<file path="config.mk">
export PLATFORM = sky130hd
export DESIGN_NAME = dmem_arbiter
export DESIGN_NICKNAME = d
export VERILOG_FILES = /design/src/rtl/dmem_pkg.sv /design/src/rtl/lsu_align.sv /design/src/rtl/dmem_arbiter.sv
export SDC_FILE = /design/constraint.sdc
export NUM_CORES = 1
export LEC_CHECK = 0
export BUFFER_PORTS_ARGS = -buffer_cell sky130_fd_sc_hd__buf_2
export CAP_MARGIN = 30
export CORE_MARGIN = 2
export CORE_UTILIZATION = 36
export CTS_BUF_LIST = sky130_fd_sc_hd__clkbuf_8
export CTS_CLUSTER_DIAMETER = 50
export DETAILED_ROUTE_END_ITERATION = 10
export PLACE_DENSITY = 0.64
export SYNTH_ARGS = -nofsm -noshare
export SYNTH_HDL_FRONTEND = slang
export SYNTH_SLANG_ARGS = --single-unit
</file>
<file path="constraint.sdc">
create_clock -name clk -period 10.4 [get_ports clk]
set_clock_uncertainty 0.05 [all_clocks]
set_input_delay 0.52 -clock clk [delete_from_list [all_inputs] [get_ports clk]]
set_output_delay 0.52 -clock clk [all_outputs]
set_load 0.01 [all_outputs]
</file>
<file path="src/rtl/dmem_pkg.sv">
// Shared types for the data-memory arbiter: access sizes, FSM states and the
// latched request record.
package dmem_pkg;

    localparam int DATA_W = 32;
    localparam int ADDR_W = 32;

    typedef enum logic [1:0] {
        SIZE_B    = 2'b00,
        SIZE_H    = 2'b01,
        SIZE_W    = 2'b10,
        SIZE_RSVD = 2'b11
    } mem_size_t;

    typedef enum logic [1:0] {
        IDLE,
        ACCESS,
        RESP
    } arb_state_t;

    typedef struct packed {
        logic [ADDR_W-1:0] addr;
        logic              we;
        mem_size_t         size;
        logic              is_unsigned;
        logic [DATA_W-1:0] wdata;
    } req_t;

endpackage

</file>
<file path="src/rtl/lsu_align.sv">
// Combinational RISC-V sub-word formatting: store lane replication, byte
// enables, misalignment detection and load lane extract with sign/zero extend.
module lsu_align
    import dmem_pkg::*;
(
    input  logic [1:0]        addr_lo,
    input  mem_size_t         size,
    input  logic              is_unsigned,
    input  logic [DATA_W-1:0] store_data,
    input  logic [DATA_W-1:0] mem_rdata,
    output logic              misaligned,
    output logic [3:0]        be,
    output logic [DATA_W-1:0] lane_wdata,
    output logic [DATA_W-1:0] load_data
);

    logic [DATA_W-1:0] shifted;

    assign shifted = mem_rdata >> {addr_lo, 3'b000};

    // Replicating the store data means the addressed lanes always carry it,
    // so only the byte enables depend on the low address bits.
    always_comb begin
        misaligned = 1'b0;
        be         = 4'b0000;
        lane_wdata = '0;
        load_data  = '0;
        case (size)
            SIZE_B: begin
                be         = 4'b0001 << addr_lo;
                lane_wdata = {4{store_data[7:0]}};
                load_data  = {(is_unsigned ? 24'h0 : {24{shifted[7]}}), shifted[7:0]};
            end
            SIZE_H: begin
                misaligned = addr_lo[0];
                be         = 4'b0011 << addr_lo;
                lane_wdata = {2{store_data[15:0]}};
                load_data  = {(is_unsigned ? 16'h0 : {16{shifted[15]}}), shifted[15:0]};
            end
            SIZE_W: begin
                misaligned = (addr_lo != 2'b00);
                be         = 4'b1111;
                lane_wdata = store_data;
                load_data  = shifted;
            end
            SIZE_RSVD: begin
                misaligned = 1'b1;
            end
        endcase
    end

endmodule

</file>
<file path="src/rtl/dmem_arbiter.sv">
// Round-robin two-port arbiter and access sequencer in front of a byte-enabled
// data memory with combinational read; one access per three cycles.
module dmem_arbiter
    import dmem_pkg::*;
#(
    parameter int DATA_WIDTH = 32,
    parameter int ADDR_WIDTH = 32
) (
    input  logic                  clk,
    input  logic                  rst,

    input  logic                  p0_req_valid,
    output logic                  p0_req_ready,
    input  logic [ADDR_WIDTH-1:0] p0_req_addr,
    input  logic                  p0_req_we,
    input  logic [1:0]            p0_req_size,
    input  logic                  p0_req_unsigned,
    input  logic [DATA_WIDTH-1:0] p0_req_wdata,
    output logic                  p0_rsp_valid,
    output logic [DATA_WIDTH-1:0] p0_rsp_rdata,
    output logic                  p0_rsp_err,

    input  logic                  p1_req_valid,
    output logic                  p1_req_ready,
    input  logic [ADDR_WIDTH-1:0] p1_req_addr,
    input  logic                  p1_req_we,
    input  logic [1:0]            p1_req_size,
    input  logic                  p1_req_unsigned,
    input  logic [DATA_WIDTH-1:0] p1_req_wdata,
    output logic                  p1_rsp_valid,
    output logic [DATA_WIDTH-1:0] p1_rsp_rdata,
    output logic                  p1_rsp_err,

    output logic [ADDR_WIDTH-1:0] mem_addr,
    output logic [DATA_WIDTH-1:0] mem_wdata,
    output logic [3:0]            mem_be,
    output logic                  mem_we,
    input  logic [DATA_WIDTH-1:0] mem_rdata
);

    arb_state_t            state;
    logic                  last_grant;
    logic                  owner;
    logic                  grant;
    logic                  accept;
    req_t                  p0_req;
    req_t                  p1_req;
    req_t                  grant_req;
    req_t                  cur_req;
    req_t                  align_req;
    logic                  align_err;
    logic [3:0]            align_be;
    logic [DATA_W-1:0]     align_wdata;
    logic [DATA_W-1:0]     align_load;
    logic [DATA_WIDTH-1:0] rsp_rdata_q;
    logic                  rsp_err_q;

    always_comb begin
        p0_req.addr        = p0_req_addr;
        p0_req.we          = p0_req_we;
        p0_req.size        = mem_size_t'(p0_req_size);
        p0_req.is_unsigned = p0_req_unsigned;
        p0_req.wdata       = p0_req_wdata;
        p1_req.addr        = p1_req_addr;
        p1_req.we          = p1_req_we;
        p1_req.size        = mem_size_t'(p1_req_size);
        p1_req.is_unsigned = p1_req_unsigned;
        p1_req.wdata       = p1_req_wdata;
    end

    // On a tie the port that did not win last time is served.
    assign grant        = (p0_req_valid && p1_req_valid) ? ~last_grant : p1_req_valid;
    assign grant_req    = grant ? p1_req : p0_req;
    assign accept       = (state == IDLE) && (p0_req_valid || p1_req_valid);
    assign p0_req_ready = accept && !grant;
    assign p1_req_ready = accept && grant;

    // One aligner serves both phases: it formats the incoming winner so the
    // memory strobes can be registered at the handshake, then extracts load
    // data for the latched request during ACCESS.
    assign align_req = (state == IDLE) ? grant_req : cur_req;

    lsu_align u_align (
        .addr_lo     (align_req.addr[1:0]),
        .size        (align_req.size),
        .is_unsigned (align_req.is_unsigned),
        .store_data  (align_req.wdata),
        .mem_rdata   (mem_rdata),
        .misaligned  (align_err),
        .be          (align_be),
        .lane_wdata  (align_wdata),
        .load_data   (align_load)
    );

    assign p0_rsp_rdata = p0_rsp_valid ? rsp_rdata_q : '0;
    assign p1_rsp_rdata = p1_rsp_valid ? rsp_rdata_q : '0;
    assign p0_rsp_err   = p0_rsp_valid && rsp_err_q;
    assign p1_rsp_err   = p1_rsp_valid && rsp_err_q;

    // Clearing the memory strobes asynchronously keeps a store caught by reset
    // in ACCESS from committing at the following edge.
    always_ff @(posedge clk or posedge rst) begin
        if (rst) begin
            state        <= IDLE;
            last_grant   <= 1'b1;
            owner        <= 1'b0;
            cur_req      <= '0;
            mem_addr     <= '0;
            mem_wdata    <= '0;
            mem_be       <= 4'b0000;
            mem_we       <= 1'b0;
            p0_rsp_valid <= 1'b0;
            p1_rsp_valid <= 1'b0;
            rsp_rdata_q  <= '0;
            rsp_err_q    <= 1'b0;
        end else begin
            case (state)
                IDLE: begin
                    if (accept) begin
                        cur_req    <= align_req;
                        owner      <= grant;
                        last_grant <= grant;
                        mem_addr   <= {align_req.addr[ADDR_W-1:2], 2'b00};
                        mem_we     <= align_req.we && !align_err;
                        mem_be     <= (align_req.we && !align_err) ? align_be : 4'b0000;
                        mem_wdata  <= (align_req.we && !align_err) ? align_wdata : '0;
                        state      <= ACCESS;
                    end
                end
                ACCESS: begin
                    mem_addr     <= '0;
                    mem_wdata    <= '0;
                    mem_be       <= 4'b0000;
                    mem_we       <= 1'b0;
                    rsp_rdata_q  <= (cur_req.we || align_err) ? '0 : align_load;
                    rsp_err_q    <= align_err;
                    p0_rsp_valid <= !owner;
                    p1_rsp_valid <= owner;
                    state        <= RESP;
                end
                RESP: begin
                    p0_rsp_valid <= 1'b0;
                    p1_rsp_valid <= 1'b0;
                    rsp_rdata_q  <= '0;
                    rsp_err_q    <= 1'b0;
                    state        <= IDLE;
                end
                default: state <= IDLE;
            endcase
        end
    end

endmodule

</file>
==> results of run 1 <==
==> flip-flops by register name (all words and copies together) (netlist names) <==
register and count:
mem_wdata 32, mem_we 1, cur_req 38, p1_rsp_valid 1, owner 1, mem_addr 30
p0_rsp_valid 1, state 2, rsp_err_q 1, mem_be 4, rsp_rdata_q 32, last_grant 1
==> layout by cell type, fill, tap and decap left out, types with 4 or more instances in the layout <==
cell and count:
a21o_1 8, a21oi_1 62, a221o_1 19, a22o_1 13, a22oi_1 8, and2_1 68, buf_2 308, buf_4 7
clkbuf_8 18, dfrtp_1 143, inv_1 7, mux2_2 5, mux2i_1 68, nand2_1 131, nand3_1 4, nor2_1 55
o21ai_0 118, o2bb2ai_1 23
==> power by group through the flow <==
stage                     Clock (µW)  Combinational, µW  Sequential (µW)
after floorplan                    0               1000              927
after global placement             0               1440              950
after detailed placement           0               1490              955
after CTS                        466               1490              946
after global routing             489               1660              974
final                            457               1490              946
==> per-stage QoR <==
step | hold WS (ps) | power, µW | utilization | instances | area (µm²)
CTS | 254 | 2900 | 0.467 | 1401 | 9820
global route | 269 | 3120 | 0.469 | 1404 | 9870
floorplan | 395 | 1930 | - | 845 | 7700
finish | 274 | 2890 | 0.470 | 1405 | 9870
detailed placement | 413 | 2440 | 0.448 | 1369 | 9420
global placement | 407 | 2390 | 0.447 | 1368 | 9390
==> critical path: cells and delay by family (launching register included) <==
family	cells	cell delay [ps]
AOI/OAI and AO/OA	5	1950
adders and majority gates	1	780
buffers and inverters	2	640
and+or+nand+nor	1	520
DFF	1	400
==> layout make-up <==
cell class                 instances  share of cell area
timing repair buffer             319               0.169
clock buffer                      18              0.0251
antenna                            1            0.000254
inverter                           6             0.00279
multi-input combinational        628               0.387
clock inverter                    14              0.0153
sequential                       144               0.365
tap                              275              0.0349
==> layer usage <==
layer	global-route usage	part of all wire	up-vias
met3	0.0364	0.062	25
met1	0.275	0.43	3378
met4	0.0585	0.014	0
met5	0	0	-
li1	-	-	3495
met2	0.364	0.50	274
==> cells by family (layout without fill, tap and decap cells) <==
kind of cell | count (synthesis) | in the layout
simple gates | 272 | 272
compound gates | 271 | 271
flops | 144 | 144
mux | 76 | 76
buf+inv | 73 | 357
fa+ha+maj | 4 | 4
xor+xnor | 3 | 3
other cells | 1 | 3
==> path summary, 6_finish.rpt <==
| check | start | to | slack, ps | depth (start not counted) |
|---|---|---|---|---|
| max reg2reg | state[0] | rsp_rdata_q[25] | 5960 | 9 |
| min reg2reg | mem_addr[27] | mem_addr[27] | 430 | 2 |
| max | state[0] | rsp_rdata_q[25] | 5960 | 9 |
| min in group asynchronous | rst | cur_req[20] | 460 | 3 |
| min | mem_rdata[29] | rsp_rdata_q[29] | 270 | 2 |
| max in group asynchronous | rst | mem_addr[19] | 8610 | 5 |
==> results.tsv, run 1 <==
metric	value	unit
clock_tree.root_cell	clkbuf_8	
syn-instance-count	844	
critPathKind	reg -> reg	
combPwrFrac	0.515	
area_growth	28.3	%
clk_latency	450	ps
hold_viol	0	
dr_total_vias	7172	
ys_async_sr_fraction	1.00	
setup_violations	0	
die_x	150	µm
path_common_cell	a221o_1	
period_needed	4440	ps
worst_pin_slew	907	ps
final_max_slew_viol_count	0	
clock_path_buffers	2	
arrival	4770	ps
cts_resized	0	
yosysWarningCount	0	
synth_area	7690	µm²
fin_nets	1292	
core_area	21000	µm²
tritoncts	built	
synth_seq_area_share	0.468	
slowest_stage	o21ba_1	
ys_seq_elements	144	
outcome	complete, no violations	
powerDensity	293	nW/µm²
muxShareOfSynthArea	0.101	
cts_buffers	17	
hpwl	18.7	mm
ys_types	53	
cp.required	10730	ps
routed_wirelength	24.6	mm
drive_above_1_share	0.328	
rsz0062_at_grt	false	
synth_fa_ha_area_frac	0.00650	
grt_max_degree	105	
pre_cts_ws	5970	ps
hold_path.class	in -> reg	
critPathMaxStageDelay	790	ps
synthXorXnorAreaFrac	0.00341	
vdd_ir_drop_max	0.165	mV
hold_buffers	0	
multi_input_area	3820	µm²
grt_antenna_before_repair	0	
synth_area_per_cell	9.12	µm²
initial_core_util	0.366	
drcViolationCount	0	
top_level_ports	311	
dr.first_iter.drc_count	494	
synth_commonest_cells	dfrtp_1 (143), nand2_1 (131), o21ai_0 (119), mux2i_1 (69), and2_1 (68)	
synth-simple-area-share	0.161	
via_per_inst	5.10	
swShare	0.461	
final-seq-area	3600	µm²
clkSinkCount	144	
cp_max_fo	46	
wire_per_inst	17.5	µm
tns	0	ps
h-tree-depth	4	
worstSetupEndpointType	flop	
seq_power_share	0.327	
maxSlewHeadroom	0.391	
overflow	0	
grt_pass1_vias	6641	
cp-start-kind	flop	
io_buffers	308	
drt.antenna.violating_nets	0	
synth_edf_count	0	
crit_chain	inv_1, ha_2, inv_2, a221o_1, o21a_2, o21ai_0, nand3_1, o21ba_1, a221o_1	
synth.most_common_cell	dfrtp_1	
fmax	225	MHz
die_area	22600	µm²
post-cts-setup-buffer-count	0	
synth_top_family_by_area	compound AO/OA/AOI/OAI gates	
netSwitchingPower	1330	µW
rows	53	
fillerInstances	2030	
synth_ff_type	dfrtp_1	
p_int	1560	µW
max_cap_viol_count	0	
timing.final.crit_share	0.427	
die_height	150	µm
place_congestion	0.865	
grt_pass1_wl	36.6	mm
cts.clk_slew.worst_paths	80	ps
synth_area_leaders	dfrtp_1 (47%), mux2i_1 (9.0%), o21ai_0 (7.7%)	
leakagePower	0.00523	µW
synth_top_cell_area_share	0.465	
power_frac_clock	0.158	
synth.largest_area_cell	dfrtp_1	
dr.pass1.iters	7	
grt_usage	0.212	
synth_compound_area_frac	0.219	
timing.final.ws_setup	5960	ps
(Power assumes the default switching activity.)
==> run 2: changes to the inputs <==
- ABC_AREA: not set -> 1
- PLACE_DENSITY: 0.64 -> 0.66
- clock period: 10.4 -> 3.59 ns (I/O delays scaled with it)
==> results.tsv, run 2 <==
metric	value	unit	change
outcome	complete, no violations		
synth_ff_type	dfrtp_1		
routed_wirelength	26.8	mm	+8.8%
multi_input_area	3960	µm²	+3.6%
wire_per_inst	14.8	µm	-16%
fillerInstances	2414		+19%
cp.required	3890	ps	-6840 ps
cp-start-kind	flop		
fmax	361	MHz	+60%
final-seq-area	3600	µm²	unchanged
synth_commonest_cells	nand2_1 (428), dfrtp_1 (143), o21ai_0 (142), inv_1 (118), nand3_1 (56)		
tritoncts	built		
cts_resized	0		unchanged
synth.most_common_cell	nand2_1		
rows	56		+5.7%
worst_pin_slew	938	ps	+30.1 ps
setup_violations	0		unchanged
core_area	23300	µm²	+11%
path_common_cell	nand2_1		
critPathKind	reg -> reg		
largest_registers	cur_req (38), mem_wdata (32), rsp_rdata_q (32)		
hold_slack	31.9	ps	-243 ps
arrival	3070	ps	-1700 ps
syn-instance-count	1184		+40%
synth_area	8450	µm²	+9.8%
synth_area_per_cell	7.14	µm²	-22%
hold_path.class	in -> reg		
maxSlewHeadroom	0.368		-0.0226
synth_seq_area_share	0.426		-0.0420
tns	0	ps	unchanged
die_area	24700	µm²	+9.6%
layout_common_cells	nand2_1 (428), buf_2 (308), dfrtp_1 (143)		
timing.final.ws_setup	821	ps	-5140 ps
utilization	0.466		-0.00344
dr.first_iter.drc_count	571		+16%
area_growth	28.3	%	about the same
clkSinkCount	144		unchanged
final_max_slew_viol_count	0		unchanged
yosysWarningCount	0		unchanged
die_height	157	µm	+4.7%
clock_tree.root_cell	clkbuf_8		
die_x	157	µm	+4.7%
cp_max_fo	33		-28%
io_buffers	308		unchanged
clk_latency	450	ps	about the same
timing.final.crit_share	0.771		+0.345
top_level_ports	311		unchanged
grt_max_degree	79		-25%
worstSetupEndpointType	flop		
top_register	cur_req		
ys_seq_elements	144		unchanged
powerDensity	882	nW/µm²	+200%
final_common_cell	nand2_1		
h-tree-depth	4		unchanged
hpwl	19.6	mm	+4.6%
crit_chain	inv_1, ha_1, buf_4, nand3_2, nand2_4, inv_2, nand2_1, nand2_1, and2_4, nand2_4, inv_4, nand2_1, nand2_1		
cts_buffers	17		unchanged
critPathMaxStageDelay	390	ps	-400 ps
drive_above_1_share	0.277		-0.0510
ys_async_sr_fraction	1.00		unchanged
synth.largest_area_cell	dfrtp_1		
hold_buffers	27		+27
max_cap_viol_count	0		unchanged
post-cts-setup-buffer-count	0		unchanged
leakagePower	0.00631	µW	+21%
slowest_stage	dfrtp_1		
synth_top_cell_area_share	0.423		-0.0417
grt_pass1_wl	41.9	mm	+15%
dr_total_vias	8600		+20%
drt.antenna.violating_nets	0		unchanged
total_power	9570	µW	+230%
pre_cts_ws	824	ps	-5150 ps
fin_nets	1652		+28%
cts.clk_slew.worst_paths	90	ps	about the same
grt_usage	0.218		+0.00637
ys_types	40		-25%
period_needed	2770	ps	-1670 ps
dr.pass1.iters	6		-1
drcViolationCount	0		unchanged
largest_reg_flops	38		unchanged
synth_edf_count	0		unchanged
hold_viol	0		unchanged
place_congestion	0.857		-0.99%
initial_core_util	0.363		-0.00272
clock_path_buffers	2		unchanged
grt_antenna_before_repair	1		+1
overflow	0		unchanged
rsz0062_at_grt	false		
grt_pass1_vias	7805		+18%
synth_area_leaders	dfrtp_1 (42%), nand2_1 (19%), o21ai_0 (8.4%)		
via_per_inst	4.75		-6.9%
vdd_ir_drop_max	0.402	mV	+140%
-- run 2: cell types whose count changed in the layout (fill, tap and decap cells not counted), sizes merged, moves of 19 or more --
cell / delta
nand2: +310
inv: +123
o21ai: +74
mux2i: -70
and2: -67
nand3: +59
a21oi: -48
dlygate4sd3: +26
o2bb2ai: -23
o21bai: +22
a221o: -19
-- run 2: final cells by class --
class,instances,share of cell area
multi-input cells,838,0.365
well taps,319,0.0368
inverters,127,0.0448
clock inverters,13,0.0153
diodes,2,0.000462
flip-flops and latches,144,0.332
clock buffers,19,0.0241
repair buffers,348,0.181
-- run 2: layer usage --
metal / vias to the layer above / wire length, µm / global-route usage
met1: 3912 / 11900 / 0.283
met3: 23 / 1700 / 0.0410
met5: - / 0 / 0
met2: 333 / 12800 / 0.374
met4: 0 / 402 / 0.0545
li1: 4332 / - / -
-- run 2: path summary, 6_finish.rpt --
| check | start | endpoint | slack [ps] | cells past startpoint |
|---|---|---|---|---|
| worst max-delay path | state[0] | mem_wdata[27] | 820 | 13 |
| worst min-delay path | p1_req_addr[16] | mem_addr[16] | 30 | 3 |
| worst max register to register | state[0] | mem_wdata[27] | 820 | 13 |
| worst min register to register | owner | p0_rsp_valid | 410 | 1 |
| max in group asynchronous | rst | rsp_rdata_q[31] | 2150 | 4 |
| min in group asynchronous | rst | mem_addr[8] | 390 | 3 |
-- run 2: cell families (layout without fill, tap and decap cells) --
group           Yosys count  count (layout)  share of synthesized area
fa+ha+maj                 4               4                    0.00592
flops                   144             144                      0.426
buf+inv                 203             507                      0.106
simple gates            578             578                      0.293
compound gates          254             254                      0.168
other cells               1               4                   0.000444
-- run 2: power by group --
| part | leakage (µW) | total, µW | internal (µW) | switching, µW |
|---|---|---|---|---|
| combinational | 0.00419 | 5390 | 1760 | 3640 |
| clock | 0.000213 | 1390 | 684 | 710 |
| sequential | 0.00191 | 2780 | 2320 | 455 |
| total | 0.00631 | 9570 | 4760 | 4800 |
-- run 2: worst max-delay path: cells and delay by family (launching register included) --
kind | cells | cell delay (ps)
adder cells (fa/ha/maj) | 1 | 230
buffers and inverters | 4 | 860
flip-flops | 1 | 390
AND/OR/NAND/NOR | 8 | 1130
-- run 2: through the flow --
| stage | cells | cell area (µm²) |
|---|---|---|
| after floorplan | 1185 | 8460 |
| after global placement | 1747 | 10100 |
| after detailed placement | 1749 | 10100 |
| after CTS | 1808 | 10800 |
| after global routing | 1808 | 10800 |
| final | 1810 | 10800 |
==> run 3: changes to the inputs <==
- clock period: 3.59 -> 2.3 ns (I/O delays scaled with it)
==> results.tsv, run 3 (synthesis gave the netlist of run 2 again) <==
metric	value	unit	change
crit_chain	nand2_2, nand2_8, buf_12, a21oi_1, o21ai_2, nand2_2, nor2_4, nand3_4, nand2_1, nand2_1, nand2_1		
total_power	15700	µW	+64%
fin_area	11600	µm²	+7.2%
clock_path_buffers	2		unchanged
clk_latency	450	ps	about the same
hold_slack	-9.87	ps	-41.8 ps
dr.first_iter.drc_count	630		+10%
initial_core_util	0.363		unchanged
cts_buffers	17		unchanged
die_height	157	µm	unchanged
vdd_ir_drop_max	0.663	mV	+65%
core_area	23300	µm²	unchanged
drive_above_1_share	0.281		+0.00399
cp-start-kind	flop		
rows	56		unchanged
setup_violations	0		unchanged
max_cap_viol_count	0		unchanged
powerDensity	1350	nW/µm²	+53%
routed_wirelength	29.1	mm	+8.7%
fmax	461	MHz	+28%
cts.clk_slew.worst_paths	100	ps	about the same
h-tree-depth	4		unchanged
overflow	0		unchanged
final_common_cell	nand2_1		
top_register	cur_req		
fin_cells	1884		+4.1%
cp.required	2640	ps	-1250 ps
grt_max_degree	64		-19%
rr_worst_depth	11		-2
cp_max_fo	42		+27%
maxSlewHeadroom	0.528		+0.159
area_growth	37.5	%	
largest_reg_flops	38		unchanged
outcome	complete, but fails checks		
hold_path.class	in -> reg		
holdPathEnd	cur_req[30]		
critPathMaxStageDelay	550	ps	+160 ps
layout_common_cells	nand2_1 (428), buf_2 (308), dfrtp_1 (143)		
tritoncts	built		
slowest_stage	dfstp_2		
hpwl	20.6	mm	+5.4%
place_congestion	0.877		+2.4%
place_inst	1771		+1.3%
pre_cts_ws	-32.3	ps	-856 ps
whs_path_depth	3		unchanged
clock_tree.root_cell	clkbuf_8		
utilization	0.500		+0.0336
final_max_slew_viol_count	0		unchanged
path_common_cell	nand2_1		
via_per_inst	4.79		+0.84%
dr.pass1.iters	5		-1
drcViolationCount	0		unchanged
dr_total_vias	9027		+5.0%
io_buffers	308		unchanged
grt_antenna_before_repair	0		-1
r2r_start	last_grant		
place_area	10400	µm²	+2.2%
hp-start	p0_req_wdata[30]		
worstSetupEndpointType	flop		
rsz0062_at_grt	true		
drt.antenna.violating_nets	0		unchanged
timing.rr.end	rsp_rdata_q[12]		
grt_pass1_wl	45.3	mm	+8.1%
worst_pin_slew	707	ps	-231 ps
ff2ff_setup_slack	130	ps	-690 ps
die_x	157	µm	unchanged
hold_viol	1		+1
timing.final.ws_setup	131	ps	-690 ps
period_needed	2170	ps	-600 ps
timing.final.crit_share	0.943		+0.172
fin_nets	1727		+4.5%
top_level_ports	311		unchanged
grt_pass1_vias	8540		+9.4%
arrival	2510	ps	-560 ps
fillerInstances	2305		-4.5%
clkSinkCount	144		unchanged
violations	hold timing		
critPathKind	reg -> reg		
wire_per_inst	15.4	µm	+4.4%
largest_registers	cur_req (38), mem_wdata (32), rsp_rdata_q (32)		
die_area	24700	µm²	unchanged
leakagePower	0.00665	µW	+5.4%
grt_usage	0.236		+0.0178
==> run 3: cell types whose count changed in the layout (fill, tap and decap cells not counted), moves of 2 or more <==
cell           before  now
buf_12              1    9
buf_16              2    0
buf_4              10   28
dlygate4sd3_1      27   78
inv_6               2    6
nand2_8             1    3
o21ai_0           142  140
o21ai_1            45   47
==> run 3: worst max-delay path by stage <==
stage | from | to | slack, ps
after floorplan | rst | cur_req[0] | 330
after global placement | state[1] | mem_wdata[27] | 90
after detailed placement | state[1] | mem_wdata[27] | -30
after CTS | state[1] | p0_req_ready | 20
after global routing | last_grant | rsp_rdata_q[27] | -20
final | last_grant | rsp_rdata_q[12] | 130
==> run 3: worst max-delay path, delay by kind of cell, from the launching register on <==
| kind | cells | cell delay, ps |
|---|---|---|
| AND/OR/NAND/NOR | 8 | 1090 |
| flip-flops | 1 | 550 |
| buffers and inverters | 1 | 200 |
| AO/OA/AOI/OAI | 2 | 200 |
==> run 3: what timing repair did <==
item,CTS,global route
buffers inserted,0,2
cloned,0,0
setup endpoints to repair,20,50
pin swaps,0,1
hold buffers,78,0
hold endpoints to repair,84,0
resized for setup,3,11
==> run 3: where the power goes <==
group	internal [µW]	leakage, µW	switching (µW)
registers	3630	0.00191	741
clock network	944	0.000203	1140
logic	3280	0.00454	5940
total	7850	0.00665	7820
==> run 3: layer usage <==
| layer | vias up | GRT usage | share of wire |
|---|---|---|---|
| met5 | - | 0 | 0 |
| met4 | 0 | 0.0745 | 0.022 |
| met3 | 36 | 0.0446 | 0.072 |
| met2 | 401 | 0.401 | 0.48 |
| met1 | 4115 | 0.303 | 0.43 |
| li1 | 4475 | - | - |
==> run 3: final cells by class <==
class / count / area (µm²) / area share
Tap cell: 319 / 399 / 0.0343
Antenna cell: 1 / 2.50 / 0.000215
Multi-Input combinational cell: 838 / 4000 / 0.344
Sequential cell: 144 / 3600 / 0.310
Clock inverter: 14 / 161 / 0.0139
Clock buffer: 18 / 248 / 0.0213
Inverter: 127 / 493 / 0.0424
Timing Repair Buffer: 423 / 2710 / 0.233
==> run 3: per-stage QoR <==
stage	setup TNS, ps	hold slack (ps)
3_5_place_dp	-206	230
2_1_floorplan	0	248
4_1_cts	0	0.502
6_report	0	-9.87
5_1_grt	-62.1	16.2
3_3_place_gp	0	235
